### config.mk
export PLATFORM = sky130hd
export DESIGN_NAME = ldpc_frame_tx
export DESIGN_NICKNAME = d
export VERILOG_FILES = /design/src/rtl/ldpc_pkg.sv /design/src/rtl/ldpc_frame_tx_sync_fifo.sv /design/src/rtl/ldpc_frame_tx.sv
export SDC_FILE = /design/constraint.sdc
export NUM_CORES = 2
export LEC_CHECK = 0
export CORE_MARGIN = 1
export CORE_UTILIZATION = 40
export DETAILED_ROUTE_END_ITERATION = 8
export GPL_ROUTABILITY_DRIVEN = 0
export PLACE_DENSITY = 0.65
export REMOVE_ABC_BUFFERS = 1
export SLEW_MARGIN = 5
export SYNTH_ARGS = -nofsm -noshare
export SYNTH_HDL_FRONTEND = slang
export SYNTH_SLANG_ARGS = --single-unit
### constraint.sdc
create_clock -name clk -period 6.41 [get_ports clk]
set_input_delay 1.923 -clock clk [delete_from_list [all_inputs] [get_ports clk]]
set_output_delay 1.923 -clock clk [all_outputs]
set_load 0.005 [all_outputs]
### src/rtl/ldpc_pkg.sv
// Shared types, constants and the CRC-32 word update for the LDPC output framer.
// The CRC helper is only referenced when FRAME_CRC_EN is defined.
package ldpc_pkg;

  typedef enum logic [2:0] {IDLE, SYNC, HDR, PAYLOAD, CRC} frame_state_t;

  localparam int          CW_BITS             = 648;
  localparam int          WORDS_PER_FRAME_DEF = 81;
  localparam logic [31:0] SYNC_WORD_DEF       = 32'h1ACF_FC1D;
  localparam logic [31:0] CRC32_POLY          = 32'h04C1_1DB7;
  localparam logic [31:0] CRC32_INIT          = 32'hFFFF_FFFF;

  // MSB-first, non-reflected CRC-32 update over one 32-bit word.
  function automatic logic [31:0] crc32_word(input logic [31:0] crc, input logic [31:0] data);
    logic [31:0] c;
    c = crc;
    for (int i = 31; i >= 0; i--) begin
      if (c[31] ^ data[i]) begin
        c = {c[30:0], 1'b0} ^ CRC32_POLY;
      end else begin
        c = {c[30:0], 1'b0};
      end
    end
    return c;
  endfunction

endpackage

### src/rtl/ldpc_frame_tx_sync_fifo.sv
// Single-clock FIFO with show-ahead read: rd_data always shows the head entry,
// so the framer can pop and register a word in the same cycle.
module sync_fifo #(
  parameter int WIDTH = 32,
  parameter int DEPTH = 128
) (
  input  logic                       clk,
  input  logic                       srst,
  input  logic                       wr_en,
  input  logic [WIDTH-1:0]           wr_data,
  input  logic                       rd_en,
  output logic [WIDTH-1:0]           rd_data,
  output logic                       full,
  output logic                       empty,
  output logic [$clog2(DEPTH):0]     count
);

  localparam int AW = $clog2(DEPTH);
  localparam int PW = AW + 1;

  logic [WIDTH-1:0] mem [DEPTH];
  logic [PW-1:0]    wr_ptr_reg;
  logic [PW-1:0]    rd_ptr_reg;

  // Extra pointer MSB distinguishes a full buffer from an empty one.
  assign empty   = (wr_ptr_reg == rd_ptr_reg);
  assign full    = (wr_ptr_reg[AW] != rd_ptr_reg[AW]) &&
                   (wr_ptr_reg[AW-1:0] == rd_ptr_reg[AW-1:0]);
  assign count   = wr_ptr_reg - rd_ptr_reg;
  assign rd_data = mem[rd_ptr_reg[AW-1:0]];

  always_ff @(posedge clk) begin
    if (srst) begin
      wr_ptr_reg <= '0;
      rd_ptr_reg <= '0;
    end else begin
      if (wr_en) begin
        wr_ptr_reg <= wr_ptr_reg + PW'(1);
      end
      if (rd_en) begin
        rd_ptr_reg <= rd_ptr_reg + PW'(1);
      end
    end
  end

  always_ff @(posedge clk) begin
    if (wr_en) begin
      mem[wr_ptr_reg[AW-1:0]] <= wr_data;
    end
  end

endmodule

### src/rtl/ldpc_frame_tx.sv
// Output framer: buffers converter words and emits sync/header/payload[/CRC] frames
// on an AXI4-Stream-style port. Define FRAME_CRC_EN to append a CRC-32 word.
module ldpc_frame_tx
  import ldpc_pkg::*;
#(
  parameter int          DATA_WIDTH      = 32,
  parameter int          WORDS_PER_FRAME = WORDS_PER_FRAME_DEF,
  parameter int          FIFO_DEPTH      = 128,
  parameter logic [31:0] SYNC_WORD       = SYNC_WORD_DEF
) (
  input  logic                  clk,
  input  logic                  rst,
  input  logic                  valid_in,
  input  logic [DATA_WIDTH-1:0] data_in,
  output logic [DATA_WIDTH-1:0] m_tdata,
  output logic                  m_tvalid,
  input  logic                  m_tready,
  output logic                  m_tlast,
  output logic                  overflow
);

  localparam int                CNT_W    = $clog2(WORDS_PER_FRAME);
  localparam int                LVL_W    = $clog2(FIFO_DEPTH) + 1;
  localparam logic [CNT_W-1:0]  LAST_IDX = CNT_W'(WORDS_PER_FRAME - 1);

  frame_state_t          state_reg, state_next;
  logic [DATA_WIDTH-1:0] tdata_reg, tdata_next;
  logic                  tvalid_reg, tvalid_next;
  logic                  tlast_reg, tlast_next;
  logic                  final_reg, final_next;
  logic [CNT_W-1:0]      cnt_reg, cnt_next;
  logic [15:0]           seq_reg;
  logic                  overflow_reg;

  logic                  accept;
  logic                  want_load;
  logic [CNT_W-1:0]      load_idx;
  logic                  frame_done;

  logic                  fifo_wr;
  logic                  fifo_rd;
  logic [DATA_WIDTH-1:0] fifo_dout;
  logic                  fifo_full;
  logic                  fifo_empty;
  logic [LVL_W-1:0]      fifo_count;

`ifdef FRAME_CRC_EN
  logic [31:0]           crc_reg, crc_next;
  logic [31:0]           crc_upd;
  assign crc_upd = crc32_word(crc_reg, tdata_reg);
`endif

  sync_fifo #(
    .WIDTH (DATA_WIDTH),
    .DEPTH (FIFO_DEPTH)
  ) u_fifo (
    .clk     (clk),
    .srst    (rst),
    .wr_en   (fifo_wr),
    .wr_data (data_in),
    .rd_en   (fifo_rd),
    .rd_data (fifo_dout),
    .full    (fifo_full),
    .empty   (fifo_empty),
    .count   (fifo_count)
  );

  assign accept   = tvalid_reg && m_tready;
  // A pop in the same cycle frees the slot, so a write into a full FIFO still lands.
  assign fifo_wr  = valid_in && (!fifo_full || fifo_rd);
  assign m_tdata  = tdata_reg;
  assign m_tvalid = tvalid_reg;
  assign m_tlast  = tlast_reg;
  assign overflow = overflow_reg;

  always_comb begin
    state_next  = state_reg;
    tdata_next  = tdata_reg;
    tvalid_next = tvalid_reg;
    tlast_next  = tlast_reg;
    final_next  = final_reg;
    cnt_next    = cnt_reg;
    fifo_rd     = 1'b0;
    frame_done  = 1'b0;
    want_load   = 1'b0;
    load_idx    = cnt_reg;
`ifdef FRAME_CRC_EN
    crc_next    = crc_reg;
`endif
    unique case (state_reg)
      IDLE: begin
        if (fifo_count != '0) begin
          state_next  = SYNC;
          tdata_next  = SYNC_WORD;
          tvalid_next = 1'b1;
          tlast_next  = 1'b0;
        end
      end
      SYNC: begin
`ifdef FRAME_CRC_EN
        crc_next = CRC32_INIT;
`endif
        if (accept) begin
          state_next = HDR;
          tdata_next = {seq_reg, 16'(WORDS_PER_FRAME)};
        end
      end
      HDR: begin
        if (accept) begin
          state_next = PAYLOAD;
          want_load  = 1'b1;
          load_idx   = '0;
        end
      end
      PAYLOAD: begin
`ifdef FRAME_CRC_EN
        if (accept) begin
          crc_next = crc_upd;
        end
`endif
        // final_reg marks that the output register holds the last payload word.
        if (final_reg) begin
          if (accept) begin
            final_next = 1'b0;
`ifdef FRAME_CRC_EN
            state_next  = CRC;
            tdata_next  = crc_upd ^ 32'hFFFF_FFFF;
            tvalid_next = 1'b1;
            tlast_next  = 1'b1;
`else
            state_next  = IDLE;
            tvalid_next = 1'b0;
            tlast_next  = 1'b0;
            frame_done  = 1'b1;
`endif
          end
        end else if (!tvalid_reg || m_tready) begin
          want_load = 1'b1;
        end
      end
`ifdef FRAME_CRC_EN
      CRC: begin
        if (accept) begin
          state_next  = IDLE;
          tvalid_next = 1'b0;
          tlast_next  = 1'b0;
          frame_done  = 1'b1;
        end
      end
`endif
      default: state_next = IDLE;
    endcase

    if (want_load) begin
      if (!fifo_empty) begin
        fifo_rd     = 1'b1;
        tdata_next  = fifo_dout;
        tvalid_next = 1'b1;
        final_next  = (load_idx == LAST_IDX);
`ifdef FRAME_CRC_EN
        tlast_next  = 1'b0;
`else
        tlast_next  = (load_idx == LAST_IDX);
`endif
        cnt_next    = load_idx + CNT_W'(1);
      end else begin
        // Underrun mid-frame: idle the bus and resume with the same index.
        tvalid_next = 1'b0;
        tlast_next  = 1'b0;
        cnt_next    = load_idx;
      end
    end
  end

  always_ff @(posedge clk) begin
    if (rst) begin
      state_reg  <= IDLE;
      tdata_reg  <= '0;
      tvalid_reg <= 1'b0;
      tlast_reg  <= 1'b0;
      final_reg  <= 1'b0;
      cnt_reg    <= '0;
`ifdef FRAME_CRC_EN
      crc_reg    <= CRC32_INIT;
`endif
    end else begin
      state_reg  <= state_next;
      tdata_reg  <= tdata_next;
      tvalid_reg <= tvalid_next;
      tlast_reg  <= tlast_next;
      final_reg  <= final_next;
      cnt_reg    <= cnt_next;
`ifdef FRAME_CRC_EN
      crc_reg    <= crc_next;
`endif
    end
  end

  always_ff @(posedge clk) begin
    if (rst) begin
      seq_reg      <= '0;
      overflow_reg <= 1'b0;
    end else begin
      if (frame_done) begin
        seq_reg <= seq_reg + 16'd1;
      end
      if (valid_in && fifo_full && !fifo_rd) begin
        overflow_reg <= 1'b1;
      end
    end
  end

endmodule

==> flow_summary.yaml <==
finish:
  nNetsFinal: 7500
  areaGrowthSynthToFinish_pct: 13.3
  seqCellArea_mm2: 0.125
  largest_reg_flops: 4096
  finalNonFillerCells: 13000
  final_util_pct: 45.5
  nFillCells: 32400
  fin_area_mm2: 0.182
  multi_input_area_mm2: 0.0347
  drive_above_1_share_pct: 27.4
cts:
  cts_made_buffers: 402
  path_clk_slew_ns: 0.07
  h-tree-depth: 5
  clk_latency_ns: 0.98
  cts.path.max_buffers: 4
  cts-root-buf: "clkbuf_16"
  ctsResizeCount: 0
  cts_sinks: 4180
  cts_hold_buf: 0
  cts_tree: "built"
  post_cts_buffers: 0
floorplan:
  rows: 232
  die_area_mm2: 0.404
  core-area_mm2: 0.400
  io_pins: 71
  start_util_pct: 40.2
  die_w_um: 636
  fp.dieH_um: 636
global_route:
  grt_pass1_wl_mm: 622
  antenna_found_initial: 48
  grt_pass1_vias: 76900
  grt_max_degree: 129
  overflow: 0
  grt_use_total_pct: 21.9
worst_hold_path:
  hold_depth: 2
  hp-class: "reg2reg"
synthesis:
  postSynth.asyncResetShare_pct: 0
  synth_commonest_cells: "edfxtp_1, mux4_2, nor2_1"
  synthesis.area_mm2: 0.161
  synth_ff_type: "edfxtp_1"
  synth_warnings: 0
  synth_enable_flop_cells: 4096
  synthCells: 7093
  synth.top_cell.area_share_pct: 76.5
  synth_cell_type_count: 67
  syn_avg_cell_area_um2: 22.7
  synth.most_common_cell: "edfxtp_1"
  synth_area_leaders: "edfxtp_1, mux4_2, mux2i_1"
  ys_seq_area_share_pct: 77.6
  synth_area_leader_cell: "edfxtp_1"
  ys_seq_elements: 4180
timing:
  tightest_slew_ns: 1.49
  min_period_over_period_pct: 78.6
  rsz0062_at_grt: "no"
  period_minus_slack_ns: 5.04
  slew_violations: 0
  hold_viol: 0
  skew_ns: 0.0528
  finalSetupViolations: 0
  timing.fmax_ghz: 0.198
  slew_headroom_pct: 0.600
routing:
  viasPerCell: 6.05
  drc: 27
  drt-total-wl_mm: 451
  ant_nets: 0
  dr.pass1.iters: 9
  routedWlPerCell_um: 34.5
  drt_iter0_markers: 12500
  num_vias: 78900
job:
  max_cap_violations: 0
power:
  leakage_nw: 54.4
  p_per_area_mw_per_mm2: 310
  irDropWorstVdd_mv: 0.243
  p_total_mw: 56.5
outcome:
  status: "finished, violations left"
  failed_checks: "DRC"
setup_path:
  critical_path_class: "reg2reg"
  rr_endpoint: "m_tdata[24]"
  arrival_ns: 5.93
  r2r_cells: 9
  cp_max_fo: 102
  cp-endpoint: "m_tdata[24]"
  worstSetupEndpointType: "flop"
  cp.required_ns: 7.30
  start_kind: "flop"
  r2r_slack_ns: 1.37
placement:
  dp_hpwl_mm: 275
  dp_cells: 12300
  io_buffers: 70
  dpl_cell_area_mm2: 0.169
kinds of logic after synthesis:
logic type / Yosys count / synth area share (%)
and+or+nand+nor: 702 / 1.95
AOI/OAI and AO/OA: 421 / 1.84
adders and majority gates: 16 / 0.125
DFF: 4180 / 77.6
muxes: 1335 / 16.9
xor gates and xnor gates: 36 / 0.196
buffers and inverters: 403 / 1.46
cell usage in the layout, fill, tap and decap left out, types with 16 or more instances in the layout:
cell type        synthesis  final
mux2_2                  32     32
clkdlybuf4s50_1          0     37
bufinv_16                0     34
mux4_2                1094   1094
and2_1                  26     26
a22oi_1                 34     34
a32oi_1                 27     27
clkbuf_1               121     87
o22ai_1                 51     51
clkbuf_16                0    404
dfxtp_1                 84     77
mux2i_1                209    209
nand2_1                229    223
buf_4                   71    243
nor4_1                  24     24
a211oi_1                55     52
edfxtp_1              4096   4096
o21ai_0                 47     47
nor3_1                  42     42
clkinv_2                 0     70
a21oi_1                 66     65
ha_1                    16     16
inv_1                   26     24
xor2_1                  17     17
nand3_1                 58     56
nor2_1                 238    108
xnor2_1                 19     19
nor2_4                   0    129
nor2b_1                 28     26
buf_12                   0     47
clkinv_1                 0     87
o221ai_1                33     33
where the power goes:
| group | leakage [nW] | total [mW] | switching [mW] | internal (mW) |
|---|---|---|---|---|
| logic | 10.7 | 2.83 | 1.75 | 1.08 |
| registers | 37.5 | 30.4 | 0.316 | 30.1 |
| clock network | 6.21 | 23.2 | 10.2 | 13.0 |
| total | 54.4 | 56.5 | 12.3 | 44.2 |
worst min path at each step:
| stage | from | to | slack (ns) |
|---|---|---|---|
| 6_report | final_reg | final_reg | 0.52 |
| 5_1_grt | state_reg[1] | state_reg[1] | 0.55 |
| 4_1_cts | final_reg | final_reg | 0.52 |
| 3_5_place_dp | seq_reg[15] | m_tdata[31] | 0.50 |
| 3_3_place_gp | final_reg | final_reg | 0.50 |
| 2_1_floorplan | m_tlast | m_tlast | 0.46 |
through the flow:
stage | setup WS, ns | TNS (ns) | hold slack (ns)
after global routing | 1.59 | 0 | 0.547
after global placement | 1.03 | 0 | 0.498
final | 1.37 | 0 | 0.522
after CTS | 1.52 | 0 | 0.515
after detailed placement | 0.957 | 0 | 0.504
after floorplan | -38.56 | -1205.12 | 0.463
per-layer routing:
| metal | vias up | track usage (%) | share of wire, % |
|---|---|---|---|
| li1 | 30900 | - | - |
| met1 | 42200 | 30.0 | 38 |
| met2 | 4942 | 32.9 | 45 |
| met3 | 852 | 5.06 | 11 |
| met4 | 16 | 11.0 | 5.9 |
| met5 | - | 0 | 0.023 |
final cells by class:
class,count,area share (%)
Tap cell,5265,3.62
Multi-Input combinational cell,2510,19.1
Clock buffer,491,5.73
Clock inverter,232,1.27
Sequential cell,4180,68.5
Timing Repair Buffer,328,1.72
Antenna cell,15,0.0206
Inverter,26,0.0591
critical path, stage by stage, from the launching register on:
cell	delay [ns]
dfxtp_4	0.83
buf_12	0.38
buf_12	0.47
mux4_2	0.40
mux4_2	0.45
nor2_1	0.09
nor4_1	0.25
o21ai_0	0.39
nor4bb_1	1.17
a221o_1	0.23
Power figures use the tool's default switching activity.
